[src/rtl/atanh_sar_4bit_inv.sv]
// Inverse 4-bit tanh: successive-approximation search over a forward table.
// Returns the smallest x with f(x) >= y (15 when none exists), one bit per cycle.
module atanh_sar_4bit_inv #(
  parameter logic [63:0] F_TABLE = 64'hFFFF_FFFE_EEDB_A740
) (
  input  logic       clk,
  input  logic       rst_n,
  input  logic       in_valid,
  output logic       in_ready,
  input  logic [3:0] in_y,
  output logic       out_valid,
  input  logic       out_ready,
  output logic [3:0] out_x,
  output logic       out_exact
);

  typedef enum logic [1:0] {
    IDLE,
    SEARCH,
    DONE
  } state_t;

  state_t     state;
  logic [3:0] y_reg;
  logic [3:0] r;
  logic [1:0] b;

  logic [3:0] t;
  logic [3:0] t_m1;
  logic [3:0] f_t_m1;
  logic [3:0] r_next;
  logic [3:0] f_r_next;

  function automatic logic [3:0] f_lookup(input logic [3:0] x);
    f_lookup = F_TABLE[{x, 2'b00} +: 4];
  endfunction

  // Trial value sets the current bit; keep it when f just below it still misses y.
  always_comb begin
    t        = r | (4'd1 << b);
    t_m1     = t - 4'd1;
    f_t_m1   = f_lookup(t_m1);
    r_next   = (f_t_m1 < y_reg) ? t : r;
    f_r_next = f_lookup(r_next);
  end

  always_ff @(posedge clk or negedge rst_n) begin
    if (!rst_n) begin
      state     <= IDLE;
      y_reg     <= '0;
      r         <= '0;
      b         <= '0;
      in_ready  <= 1'b1;
      out_valid <= 1'b0;
      out_x     <= '0;
      out_exact <= 1'b0;
    end else begin
      case (state)
        IDLE: begin
          if (in_valid && in_ready) begin
            y_reg    <= in_y;
            r        <= '0;
            b        <= 2'd3;
            in_ready <= 1'b0;
            state    <= SEARCH;
          end
        end
        SEARCH: begin
          r <= r_next;
          b <= b - 2'd1;
          if (b == 2'd0) begin
            out_x     <= r_next;
            out_exact <= (f_r_next == y_reg);
            out_valid <= 1'b1;
            state     <= DONE;
          end
        end
        DONE: begin
          if (out_ready) begin
            out_valid <= 1'b0;
            in_ready  <= 1'b1;
            state     <= IDLE;
          end
        end
        default: begin
          state     <= IDLE;
          in_ready  <= 1'b1;
          out_valid <= 1'b0;
        end
      endcase
    end
  end

endmodule

[config.mk]
export PLATFORM = sky130hd
export DESIGN_NAME = atanh_sar_4bit_inv
export DESIGN_NICKNAME = d
export VERILOG_FILES = /design/src/rtl/atanh_sar_4bit_inv.sv
export SDC_FILE = /design/constraint.sdc
export NUM_CORES = 1
export LEC_CHECK = 0
export ABC_CLOCK_PERIOD_IN_PS = 8119
export CAP_MARGIN = 20
export CORE_MARGIN = 8
export CORE_UTILIZATION = 40
export CTS_BUF_LIST = sky130_fd_sc_hd__clkbuf_4 sky130_fd_sc_hd__clkbuf_8
export CTS_CLUSTER_SIZE = 40
export DETAILED_ROUTE_END_ITERATION = 10
export DONT_BUFFER_PORTS = 1
export PLACE_DENSITY_LB_ADDON = 0.08
export SYNTH_ARGS = -nofsm -noshare
export SYNTH_HDL_FRONTEND = slang
export SYNTH_SLANG_ARGS = --single-unit
[constraint.sdc]
create_clock -name clk -period 8.12 [get_ports clk]
set_input_delay 1.624 -clock clk [delete_from_list [all_inputs] [get_ports clk]]
set_output_delay 1.624 -clock clk [all_outputs]
set_load 0.02 [all_outputs]
# ---- Word-level counts from Yosys, hierarchy flattened
# Cells that the tools add are included.
dict set report totals {
  register_bits 19
  input_bits 8
  output_inout_bits 7
}
dict set report op_classes {
  addsub 2
  n_lt_le_gt_ge 1
  eq_ne 6
  shifts 3
  mux 15
  n_bitwise 3
  n_reduce_logical 10
}
# op count
set op_table {}
lappend op_table {{64-bit by 7-bit indexed part select with 4-bit output, first input constant} 2}
lappend op_table {{3-bit AND reduction} 3}
lappend op_table {{2-bit 2-to-1 mux} 4}
lappend op_table {{4-bit 2-to-1 mux} 2}
lappend op_table {{4-bit case mux with 2 select lines} 1}
lappend op_table {{2-bit inequality test, second input constant} 3}
lappend op_table {{1-bit case mux with 3 select lines} 2}
lappend op_table {{2-bit case mux with 3 select lines} 1}
lappend op_table {{2-bit AND reduction} 3}
lappend op_table {{4-bit == test} 1}
lappend op_table {{2-bit logical NOT} 2}
lappend op_table {{4-bit < comparator} 1}
lappend op_table {{1-bit 2-to-1 mux} 4}
lappend op_table {{4-bit OR} 1}
lappend op_table {{2-bit case mux with 2 select lines} 1}
lappend op_table {{1-bit by 2-bit << shifter with 4-bit output, first input constant} 1}
lappend op_table {{4-bit by 1-bit subtractor with 4-bit output, second input constant} 1}
lappend op_table {{2-bit by 1-bit == test with 1-bit output, second input constant} 1}
lappend op_table {{2-bit == test, second input constant} 1}
lappend op_table {{1-bit NOT} 2}
lappend op_table {{2-bit nonzero test} 1}
lappend op_table {{2-bit by 1-bit subtractor with 2-bit output, second input constant} 1}
lappend op_table {{1-bit logical AND} 1}

# ---- Depth between registers and ports, before layout
dict set report depth {
  word_depth 8
  mapped_depth 21
  ltp_nobuf 19
}

# ---- Least setup slack after synthesis
# Ideal clock, no wire load.
dict set report synth_path {
  path_type {reg-to-reg}
  startpoint {register b[0]}
  endpoint {register out_exact}
  setup_ns 0.099
  arrival_time_ns 3.449
  setup_slack_ns 4.572
  path_stages_with_launch 20
  period_less_slack_ns 3.548
  cell_sequence {dfrtp_1 > inv_1 > ha_1 > buf_4 > nor2_4 > ha_1 > inv_1 > ha_1 > o21ai_0 > nand2_1 > ha_1 > o21ai_0 > nand2b_1 > a21oi_1 > a21oi_1 > o21a_1 > or4b_1 > a21oi_1 > a2111oi_0 > a311oi_1}
}
dict set report synth_via {
  elab_chain_cells 8
}
# item line
set synth_rtl {}
lappend synth_rtl {{start: declaration} 26} ;# logic [1:0] b;
lappend synth_rtl {{start signal: assignment} 70} ;# b <= b - 2'd1;
lappend synth_rtl {{1-bit by 2-bit << shifter with 4-bit output} 40} ;# t = r | (4'd1 << b);
lappend synth_rtl {{4-bit OR} 40}
lappend synth_rtl {{4-bit by 1-bit subtractor with 4-bit output} 41} ;# t_m1 = t - 4'd1;
lappend synth_rtl {{64-bit by 7-bit indexed part select with 4-bit output} 35} ;# f_lookup = F_TABLE[{x, 2'b00} +: 4];
lappend synth_rtl {{4-bit < comparator} 43} ;# r_next = (f_t_m1 < y_reg) ? t : r;
lappend synth_rtl {{4-bit 2-to-1 mux} 43}
lappend synth_rtl {{64-bit by 7-bit indexed part select with 4-bit output} 35}
lappend synth_rtl {{4-bit == test} 73} ;# out_exact <= (f_r_next == y_reg);
lappend synth_rtl {{end signal: assignment} 73}
lappend synth_rtl {{end: declaration} 14} ;# output logic out_exact
# Several ways; a longest one is shown, not always the timed one.
# A chain may end at the register's enable or synchronous reset.

# ---- Worst setup path in the final report
# Same ends and word-level chain as after synthesis.

==> summary.txt <==
Global routing
  – First-pass GRT wire length: 4940 um
  – Total grt overflow: 0
  – Largest net degree at the start of global routing: 20
  – Vias in the first global route: 1,029
  – Layer with the highest usage: met2
  – Grt met3 use: 3.14%
  – Initial antenna violation count: 0
  – GRT Total Usage: 11.4%
  – M2 GR Usage: 17.4%
  – GRT met1 Usage: 15.1%

Setup path
  – Flop-to-flop setup slack: 3.97 ns
  – Worst r2r src: b[0]$_DFFE_PN0P_
  – Crit path arrival time: 4.36 ns
  – CP Capture Type: flop
  – Path depth of the worst reg2reg path: 18
  – CP Max Fanout: 12
  – Critical path startpoint category: flop
  – Critical path class: flop to flop
  – CP required: 8.33 ns
  – RR Endpoint: out_exact$_DFFE_PN0P_

Timing
  – Max Transition Viols Final: 0
  – Final setup viols: 0
  – RSZ-0062 raised after global routing: false
  – Final hold violation count: 0
  – Tightest Pin Transition: 0.648 ns
  – Max Clk Rate: 241 MHz
  – Post-route clock period utilization: 51.1%
  – Max_slew headroom: 56.7%
  – Clk_skew: 0.0117 ns
  – Setup TNS: 0 ns
  – Post-layout min period: 4.15 ns

Yosys
  – Asr flop ratio synth: 100%
  – Yosys reg bits: 19
  – Synthesized area per cell: 8.50 um^2
  – Synth unique cells: 37
  – EDFF count, synth: 0
  – Sequential-to-total area share from yosys stat: 35.7%
  – Yosys synthesis warning count: 0
  – Post-synth top flop: dfrtp_1
  – Post-Syn Area: 0.00133 mm^2
  – Synthesized netlist net count: 177
  – Synthesized netlist cell count: 157

Clocking
  – Clock latency on the worst-skew pair: 0.31 ns
  – H-Tree Depth: 1
  – Clock Tree Buf Depth: 2
  – Total setup buffers inserted after CTS: 0
  – Clock sinks: 19
  – CTS buffer count: 3
  – Cts repair resizes: 0
  – Cts hold-fix bufs: 0
  – CTS tree: done
  – Clock transition at path regs: 0.12 ns
  – Root Buffer: clkbuf_4

Finish
  – N_diodes: 0
  – Area grow syn2layout: 5.16%
  – Filler cells: 353
  – Nets@finish: 178
  – Share of cells above drive strength 1: 10.2%

Floorplan
  – Core area: 0.00326 mm^2
  – Die Height: 73.7 um
  – Top Ports: 15
  – Row cnt: 21
  – Initial Utilization: 40.9%
  – Die area: 0.00544 mm^2
  – Die X: 73.7 um

Drt
  – Final WL: 2800 um
  – WL per Instance: 13.8 um
  – DRC Markers: 0
  – DRT iter0 DRCs: 41
  – Drt pass-1 iters: 4
  – Post-DRT Antenna Nets: 0
  – Via count: 1,061
  – Vias/cell: 5.23

Placed design
  – Detailed Place HPWL: 2190 um
  – IO Port Bufs: 0
  – Routability congestion estimate: 0.853

Run
  – Total of max-cap violations: 0

Min path
  – Worst Hold Endpoint: b[0]$_DFFE_PN0P_
  – HP Class: flop to flop
  – Worst Min Path Start: b[0]$_DFFE_PN0P_
  – Worst Hold Depth: 1

Run status
  – Status: completed
==> cells by family (layout without fill, tap and decap cells) <==
family,Yosys count,after routing,share of synthesized area (%)
AND/OR/NAND/NOR,62,62,23.3
XOR/XNOR,4,4,3.19
buffers and inverters,14,14,4.31
multiplexers,2,2,1.59
adder cells (fa/ha/maj),12,12,11.3
flip-flops,19,19,35.7
AO/OA/AOI/OAI,44,44,20.6
==> cell usage after synthesis, drive strengths merged (2+ instances only) <==
| library cell | instances | share of area, % |
|---|---|---|
| nor3 | 7 | 2.6 |
| buf | 2 | 0.94 |
| nand3 | 8 | 3.9 |
| nand2b | 3 | 1.4 |
| o211ai | 2 | 1.1 |
| ha | 12 | 11 |
| o21a | 6 | 4.5 |
| nand2 | 22 | 6.2 |
| inv | 9 | 2.5 |
| o21ai | 16 | 6.0 |
| clkbuf | 3 | 0.84 |
| xnor2 | 4 | 3.2 |
| nor2b | 3 | 1.4 |
| nor2 | 14 | 5.1 |
| a21oi | 14 | 5.3 |
| dfrtp | 18 | 34 |
==> per-layer routing <==
layer,vias to the layer above,wire length [um]
met4,0,18
met2,17,1280
met1,498,1350
met3,2,150
li1,544,-
met5,-,0
==> worst max-delay path by stage <==
| stage | from | end | slack [ns] | cells after the start |
|---|---|---|---|---|
| after floorplan | b[0]$_DFFE_PN0P_ | out_exact$_DFFE_PN0P_ | 4.57 | 19 |
| after global placement | b[0]$_DFFE_PN0P_ | out_exact$_DFFE_PN0P_ | 4.18 | 18 |
| after detailed placement | b[0]$_DFFE_PN0P_ | out_exact$_DFFE_PN0P_ | 4.01 | 18 |
| after CTS | b[0]$_DFFE_PN0P_ | out_exact$_DFFE_PN0P_ | 3.98 | 18 |
| after global routing | b[0]$_DFFE_PN0P_ | out_exact$_DFFE_PN0P_ | 3.53 | 18 |
| final | b[0]$_DFFE_PN0P_ | out_exact$_DFFE_PN0P_ | 3.97 | 18 |
==> cell usage in the layout, fill, tap and decap left out, drive strengths merged <==
cell type  count
and2           1
nand3          8
nor3           7
a41oi          1
xnor2          4
nand2         22
inv            9
a21oi         14
nor2          14
dfrtp         18
or4b           1
o21ai         16
o22ai          1
clkbuf         4
a2111oi        1
o21a           6
o211ai         2
a21bo          1
mux2           1
clkinv         1
a311oi         1
ha            12
dfstp          1
nor4           1
nor2b          3
mux2i          1
and3           1
or3            1
a21o           1
nand2b         3
==> metrics by stage <==
stage / instances / hold slack [ns] / worst slack, ns / util [%] / cell area, um^2
2_1_floorplan: 157 / 0.499 / 4.57 / - / 1330
3_3_place_gp: 198 / 0.515 / 4.18 / 42.0 / 1370
3_5_place_dp: 198 / 0.533 / 4.01 / 42.0 / 1370
4_1_cts: 202 / 0.550 / 3.98 / 42.8 / 1400
5_1_grt: 203 / 0.590 / 3.53 / 43.0 / 1400
6_report: 203 / 0.543 / 3.97 / 43.0 / 1400
==> cell type report <==
class,count,area [um^2],area share [%]
Multi-Input combinational cell,124,800,57.0
Sequential cell,19,477,34.0
Tap cell,46,57.6,4.10
Inverter,9,33.8,2.41
Clock buffer,3,22.5,1.61
Timing Repair Buffer,1,7.51,0.535
Clock inverter,1,5.00,0.357
==> critical path: stages (launching register included) <==
cell and delay, ns:
dfrtp_1 0.43, inv_1 0.08, ha_1 0.32, nor2_4 0.19
ha_1 0.16, inv_1 0.04, ha_1 0.33, o21ai_0 0.18
nand2_1 0.07, ha_1 0.27, o21ai_0 0.17, nand2b_1 0.08
a21oi_1 0.36, a21oi_1 0.13, o21a_1 0.25, or4b_1 0.54
a21oi_1 0.13, a2111oi_0 0.08, a311oi_1 0.25
Power is not shown: default switching activity piles up to over one toggle a cycle in this logic, so the estimate is an artifact.
